$ cat src/rtl/grn_clt_gen_pkg.sv
// grn_pkg: shared constants and the magnitude-to-float helper for the
// Gaussian CLT generator (used by the RTL and by the bench model).
package grn_pkg;

  localparam int          NGEN         = 3;
  localparam int          GRN_LAT      = 4;
  localparam logic [31:0] MIN_OR       = 32'h0000_0010;
  localparam logic [31:0] DEFAULT_SEED = 32'h1234_5678;
  localparam logic [12:0] CENTRE       = 13'd1530;

  // Per-instance, per-component XOR constants that decorrelate the generators.
  localparam logic [31:0] SEED_K [3][3] = '{
    '{32'h0000_0000, 32'h9E37_79B9, 32'h7F4A_7C15},
    '{32'hB5AD_4ECE, 32'hDA94_2042, 32'hE4C2_F3A1},
    '{32'h2545_F491, 32'h5851_F42D, 32'h1405_7B7E}
  };

  // Exact conversion of (+/-) mag * 2^-8 into IEEE-754 single; mag==0 -> +0.0.
  function automatic logic [31:0] int_to_fp(input logic sgn, input logic [10:0] mag);
    logic [3:0]  pos;
    logic [33:0] sh;
    logic [7:0]  expo;
    logic [31:0] res;
    pos = 4'd0;
    for (int i = 0; i < 11; i++) begin
      pos = mag[i] ? 4'(i) : pos;
    end
    // Move the leading one to bit 23 so bits [22:0] are the left-aligned mantissa.
    sh   = 34'(mag) << (5'd23 - 5'(pos));
    expo = 8'd119 + 8'(pos);
    if (mag == 11'd0) begin
      res = 32'h0000_0000;
    end else begin
      res = {sgn, expo, sh[22:0]};
    end
    return res;
  endfunction

endpackage

$ cat src/rtl/grn_clt_gen_if.sv
// Output stream of the Gaussian generator: valid/ready handshake plus sample.
interface grn_clt_gen_if;
  logic        valid;
  logic        ready;
  logic [31:0] dout;

  modport master (output valid, output dout, input ready);
  modport slave  (input valid, input dout, output ready);
endinterface

$ cat src/rtl/grn_clt_gen_taus.sv
// taus_urng: one taus88 uniform generator (three 32-bit components).
// Components are seeded as (seed ^ SEED_K[G][j]) | MIN_OR so none can fall
// below the taus88 minimum-state limits.
module taus_urng
  import grn_pkg::*;
#(
  parameter int G = 0
) (
  input  logic        clk,
  input  logic        nreset,
  input  logic        load_i,
  input  logic        step_i,
  input  logic [31:0] seed_i,
  output logic [31:0] word_o
);

  logic [31:0] s1_q, s2_q, s3_q;
  logic [31:0] s1_d, s2_d, s3_d;
  logic [31:0] b1_s, b2_s, b3_s;

  function automatic logic [31:0] seeded(input logic [31:0] sd, input int j);
    return (sd ^ SEED_K[G][j]) | MIN_OR;
  endfunction

  // taus88 next state for all three components.
  always_comb begin
    b1_s = ((s1_q << 5'd13) ^ s1_q) >> 5'd19;
    s1_d = ((s1_q & 32'hFFFF_FFFE) << 5'd12) ^ b1_s;
    b2_s = ((s2_q << 5'd2) ^ s2_q) >> 5'd25;
    s2_d = ((s2_q & 32'hFFFF_FFF8) << 5'd4) ^ b2_s;
    b3_s = ((s3_q << 5'd3) ^ s3_q) >> 5'd11;
    s3_d = ((s3_q & 32'hFFFF_FFF0) << 5'd17) ^ b3_s;
  end

  // State register: reseed has priority over stepping; otherwise hold.
  always_ff @(posedge clk or negedge nreset) begin
    if (!nreset) begin
      s1_q <= seeded(DEFAULT_SEED, 0);
      s2_q <= seeded(DEFAULT_SEED, 1);
      s3_q <= seeded(DEFAULT_SEED, 2);
    end else if (load_i) begin
      s1_q <= seeded(seed_i, 0);
      s2_q <= seeded(seed_i, 1);
      s3_q <= seeded(seed_i, 2);
    end else if (step_i) begin
      s1_q <= s1_d;
      s2_q <= s2_d;
      s3_q <= s3_d;
    end
  end

  assign word_o = s1_q ^ s2_q ^ s3_q;

endmodule

$ cat src/rtl/grn_clt_gen.sv
// grn_clt_gen: CLT Gaussian source. Twelve uniform bytes per cycle are summed,
// centred and emitted as an IEEE-754 single with valid/ready back-pressure.
// Pipeline: URNG state (stage 0) -> partial sums -> sign/|D| -> float out.
// Optional macro GRN_CNT_EN adds the sample_cnt handshake counter output.
module grn_clt_gen
  import grn_pkg::*;
(
  input  logic          clk,
  input  logic          nreset,
  input  logic          en,
  input  logic [31:0]   seed,
  input  logic          seed_load,
  grn_clt_gen_if.master out_if
`ifdef GRN_CNT_EN
  ,
  output logic [31:0]   sample_cnt
`endif
);

  logic [31:0] word_s [NGEN];
  logic        adv_s, step_s;
  logic        v0_q, v1_q, v2_q, valid_q;
  logic [10:0] pa_q, pb_q, pa_d, pb_d;
  logic        sgn_q, sgn_d;
  logic [10:0] mag_q, mag_d;
  logic [31:0] dout_q;
  logic [11:0] sum_s;
  logic [12:0] diff_s, neg_s;

  // Whole pipeline advances together; a stalled output freezes every stage.
  assign adv_s  = ~valid_q | out_if.ready;
  assign step_s = adv_s & en & ~seed_load;

  for (genvar g = 0; g < NGEN; g++) begin : g_urng
    taus_urng #(.G(g)) u_urng (
      .clk    (clk),
      .nreset (nreset),
      .load_i (seed_load),
      .step_i (step_s),
      .seed_i (seed),
      .word_o (word_s[g])
    );
  end

  // Two 6-byte partial sums, then centring and sign/magnitude split.
  always_comb begin
    pa_d = 11'(word_s[0][7:0])   + 11'(word_s[0][15:8])  + 11'(word_s[0][23:16]) +
           11'(word_s[0][31:24]) + 11'(word_s[1][7:0])   + 11'(word_s[1][15:8]);
    pb_d = 11'(word_s[1][23:16]) + 11'(word_s[1][31:24]) + 11'(word_s[2][7:0])   +
           11'(word_s[2][15:8])  + 11'(word_s[2][23:16]) + 11'(word_s[2][31:24]);
    sum_s  = 12'(pa_q) + 12'(pb_q);
    diff_s = 13'(sum_s) - CENTRE;
    neg_s  = 13'd0 - diff_s;
    sgn_d  = diff_s[12];
    mag_d  = diff_s[12] ? neg_s[10:0] : diff_s[10:0];
  end

  // Pipeline registers; data only moves with a valid token so bubbles keep
  // dout at its last value (and at +0.0 straight out of reset).
  always_ff @(posedge clk or negedge nreset) begin
    if (!nreset) begin
      v0_q    <= 1'b0;
      v1_q    <= 1'b0;
      v2_q    <= 1'b0;
      valid_q <= 1'b0;
      pa_q    <= 11'd0;
      pb_q    <= 11'd0;
      sgn_q   <= 1'b0;
      mag_q   <= 11'd0;
      dout_q  <= 32'h0000_0000;
    end else if (seed_load) begin
      v0_q    <= 1'b0;
      v1_q    <= 1'b0;
      v2_q    <= 1'b0;
      valid_q <= 1'b0;
    end else if (adv_s) begin
      v0_q    <= en;
      v1_q    <= v0_q;
      v2_q    <= v1_q;
      valid_q <= v2_q;
      if (v0_q) begin
        pa_q <= pa_d;
        pb_q <= pb_d;
      end
      if (v1_q) begin
        sgn_q <= sgn_d;
        mag_q <= mag_d;
      end
      if (v2_q) begin
        dout_q <= int_to_fp(sgn_q, mag_q);
      end
    end
  end

  assign out_if.valid = valid_q;
  assign out_if.dout  = dout_q;

`ifdef GRN_CNT_EN
  logic [31:0] cnt_q;

  // Count accepted samples; a reseed clears it and drops a same-cycle handshake.
  always_ff @(posedge clk or negedge nreset) begin
    if (!nreset) begin
      cnt_q <= 32'd0;
    end else if (seed_load) begin
      cnt_q <= 32'd0;
    end else if (valid_q & out_if.ready) begin
      cnt_q <= cnt_q + 32'd1;
    end
  end

  assign sample_cnt = cnt_q;
`endif

endmodule

$ cat src/flat_wrapper.sv
// flat-port wrapper written by rule: the top's interface ports become plain ports
module grn_clt_gen_flat import grn_pkg::*;
  (clk, nreset, en, seed, seed_load, out_if_valid, out_if_dout, out_if_ready);
  grn_clt_gen_if out_if_i ();
  input  logic clk;
  input  logic nreset;
  input  logic en;
  input  logic [31:0] seed;
  input  logic seed_load;
  output wire logic [$bits(out_if_i.valid)-1:0] out_if_valid;
  output wire logic [$bits(out_if_i.dout)-1:0] out_if_dout;
  input wire logic [$bits(out_if_i.ready)-1:0] out_if_ready;
  assign out_if_valid = out_if_i.valid;
  assign out_if_dout = out_if_i.dout;
  assign out_if_i.ready = out_if_ready;
  grn_clt_gen u_core (.clk(clk), .nreset(nreset), .en(en), .seed(seed), .seed_load(seed_load), .out_if(out_if_i));
endmodule
$ cat config.mk
export PLATFORM = sky130hd
export DESIGN_NAME = grn_clt_gen_flat
export DESIGN_NICKNAME = d
export VERILOG_FILES = /design/src/rtl/grn_clt_gen_pkg.sv /design/src/rtl/grn_clt_gen_if.sv /design/src/rtl/grn_clt_gen_taus.sv /design/src/rtl/grn_clt_gen.sv /design/src/flat_wrapper.sv
export SDC_FILE = /design/constraint.sdc
export NUM_CORES = 1
export LEC_CHECK = 0
export ABC_AREA = 1
export CAP_MARGIN = 20
export CORE_ASPECT_RATIO = 1.2
export CORE_UTILIZATION = 50
export CTS_BUF_LIST = sky130_fd_sc_hd__clkbuf_16
export CTS_CLUSTER_DIAMETER = 200
export CTS_CLUSTER_SIZE = 16
export DETAILED_ROUTE_END_ITERATION = 8
export PLACE_DENSITY = 0.67
export SETUP_SLACK_MARGIN = 0.4
export SLEW_MARGIN = 15
export SYNTH_ARGS = -nofsm -noshare
export SYNTH_HDL_FRONTEND = slang
export SYNTH_SLANG_ARGS = --single-unit
export TNS_END_PERCENT = 30
$ cat constraint.sdc
create_clock -name clk -period 5.4 [get_ports clk]
set_input_delay 1.08 -clock clk [delete_from_list [all_inputs] [get_ports clk]]
set_output_delay 1.08 -clock clk [all_outputs]
set_load 0.02 [all_outputs]
==> reports/qor.yml <==
grt:
  grt_use_total: 0.308
  grt_pass1_wl_mm: 98.8
  first_global_vias: 16317
  grt_max_degree: 110
  grt_overflow: 0
  antenna_found_initial: 1
yosys:
  ys_seq_area_frac: 0.435
  synth_ff_type: "dfrtp_1"
  synth_edf_count: 0
  yosysWarnings: 0
  yosysUniqueCellTypes: 52
  syn_area_mm2: 0.0209
  synth.avg_cell_area_um2: 9.01
  syn_inst: 2323
  async_flop_share: 1.00
  syn_nets: 2477
  ys_ff_latch: 357
sta:
  whs_ns: 0.482
  rsz0062_at_grt: "true"
  period_needed_ns: 4.87
  hold_viol: 0
  max_slew_margin: 0.372
  fmax_mhz: 205
  tns_ns: 0
  setup_viol: 0
  slew_violations: 0
  finalClockSkew_ns: 0.0221
  worst_pin_slew_ns: 0.942
  period_share: 0.902
cells_and_area:
  diodes: 0
  syn2layout_area_growth_pct: 10.4
  fin_util: 0.563
  finalNetCount: 2505
  finalNonFillerCells: 2907
  drive_gt1_frac: 0.124
clock_network:
  insertion_delay_ns: 0.58
  clock_sinks: 357
  htree_levels: 1
  clk_pin_slew_ns: 0.08
  cts_buffer_depth: 3
  cts-root-buf: "clkbuf_16"
  cts_tree: "done"
  cts-buffers-inserted: 26
critical_path:
  crit_path_start: "u_core.g_urng[0].u_urng.s3_q[1]$_DFFE_PN0P_"
  crit_fanout: 2
  crit_top_cell: "fa_1"
  cp.required_ns: 5.86
  r2r_start: "u_core.g_urng[0].u_urng.s3_q[1]$_DFFE_PN0P_"
  cp_slowest_cell: "fa_1"
  crit_arrival_ns: 5.34
  endpoint_kind: "flip-flop"
  critPathLaunchType: "flip-flop"
  cp_cell_sequence: "xnor2_1 -> xor2_1 -> inv_1 -> fa_2 -> buf_4 -> xnor2_2 -> fa_1 -> fa_1 -> fa_1 -> fa_1 -> nand3b_1 -> nand2_1 -> nand2_2 -> nand2_2 -> a21oi_2 -> nor2_1 -> o21ai_1 -> nand2_1 -> nand2_1 -> nand3_1 -> o21ai_1"
  path_class: "reg2reg"
  cp_slowest_stage_delay_ns: 0.55
floorplan:
  io_pins: 70
  num_rows: 81
  coreArea_mm2: 0.0410
  dieArea_mm2: 0.0427
  start_util: 0.510
  fp.dieH_um: 226
  dieWidth_um: 189
drt:
  drt_pass1_iterations: 5
  vias: 16886
  wl_per_cell_um: 22.5
  antenna_left: 0
  drt_iter0_markers: 1736
  wirelength_mm: 65.3
  drcViolationCount: 0
  viasPerCell: 5.81
status:
  status: "finished clean"
placement:
  placedCellCount: 2851
  port_buffers: 68
  gp_congestion: 0.992
  dpl.hpwl_mm: 48.1
min_path:
  hp-class: "reg2reg"
  holdCritStartpoint: "u_core.g_urng[1].u_urng.s2_q[1]$_DFFE_PN1P_"
flow_run:
  cap_violations: 0
-- worst max-delay path: cells and delay by family (launching register included) --
family	cells	cell delay [ns]
adders and majority gates	5	2.47
xor gates and xnor gates	3	0.65
buffers and inverters	2	0.30
and+or+nand+nor	8	0.71
DFF	1	0.39
AOI/OAI and AO/OA	3	0.22
-- per-stage QoR --
step                setup WS [ns]  instance area, µm²
CTS                         0.349               22800
global route                0.261               23100
floorplan                   0.547               20900
detailed placement         0.0955               22000
finish                      0.528               23100
global placement            0.199               22000
-- placed cells by master, fill, tap and decap left out, types with 9 or more instances in the layout --
cell / instances
nand2_1: 411
inv_1: 275
dfrtp_1: 215
xnor2_1: 171
o21ai_0: 166
nor2_1: 160
dfstp_2: 142
xor2_1: 127
a31oi_1: 79
a21oi_1: 71
nand3_1: 69
clkdlybuf4s50_1: 66
o221ai_1: 62
ha_1: 53
fa_1: 49
o211ai_1: 36
buf_4: 29
clkbuf_16: 27
or2_2: 20
a21oi_2: 15
nand4_1: 10
nand2_2: 9
ha_4: 9
-- synth_stat cells, types with 52 or more instances --
cell type  number  area share
a21oi_1        84       0.020
a31oi_1        80       0.024
clkbuf_1       56       0.010
dfrtp_1       215        0.26
dfstp_2       142        0.18
fa_1           52       0.050
ha_1           65       0.039
inv_1         260       0.047
nand2_1       413       0.074
nand3_1        69       0.017
nor2_1        160       0.029
o21ai_0       173       0.041
o221ai_1       62       0.026
xnor2_1       176       0.074
xor2_1        128       0.054
-- area by class of cell --
class,count,area (µm²)
clock buffers,27,676
flip-flops and latches,357,9110
clock inverters,18,80.1
well taps,539,674
repair buffers,98,933
fillers,3732,17900
inverters,267,1020
multi-input cells,1601,10600
-- repair_timing --
action                                  4_1_cts  5_1_grt
setup buffers                                 2        9
gates cloned                                  0        0
resized for setup                            12       39
pin swaps                                     8       41
hold endpoints to repair                      0        0
endpoints found under the setup margin        7        8
hold buffers                                  0        0
-- metal layers --
| metal | vias to the layer above | share of wire | GRT usage |
|---|---|---|---|
| li1 | 7676 | - | - |
| met1 | 8259 | 0.40 | 0.412 |
| met2 | 785 | 0.45 | 0.484 |
| met3 | 166 | 0.076 | 0.0395 |
| met4 | 0 | 0.065 | 0.175 |
| met5 | - | 0 | 0 |
-- cells by family (layout without fill, tap and decap cells) --
logic type / count (synthesis) / after routing / share of synthesized area
compound gates: 480 / 480 / 0.141
xor+xnor: 304 / 304 / 0.127
fa+ha+maj: 117 / 117 / 0.0886
buf+inv: 365 / 410 / 0.0698
flops: 357 / 357 / 0.435
simple gates: 700 / 700 / 0.138
-- flip-flops by register name (all words and copies together), names as in the netlist, 11 cells and up --
register,cells
u_core.mag_q,11
u_core.g_urng.u_urng.s3_q,96
u_core.out_if.dout,31
u_core.pa_q,11
u_core.g_urng.u_urng.s2_q,96
u_core.g_urng.u_urng.s1_q,96
u_core.pb_q,11
-- final timing paths --
kind	endpoint	slack, ns	cells after the start
worst max-delay path	u_core.pa_q[9]$_DFFE_PN0P_	0.53	21
worst min-delay path	u_core.g_urng[1].u_urng.s2_q[1]$_DFFE_PN1P_	0.48	2
worst max register to register	u_core.pa_q[9]$_DFFE_PN0P_	0.53	21
worst min register to register	u_core.g_urng[1].u_urng.s2_q[1]$_DFFE_PN1P_	0.48	2
max in group asynchronous	u_core.g_urng[0].u_urng.s3_q[7]$_DFFE_PN0P_	3.65	2
min in group asynchronous	u_core.g_urng[2].u_urng.s2_q[31]$_DFFE_PN0P_	0.58	1
Power is not shown: default switching activity piles up to over one toggle a cycle in this logic, so the estimate is an artifact.
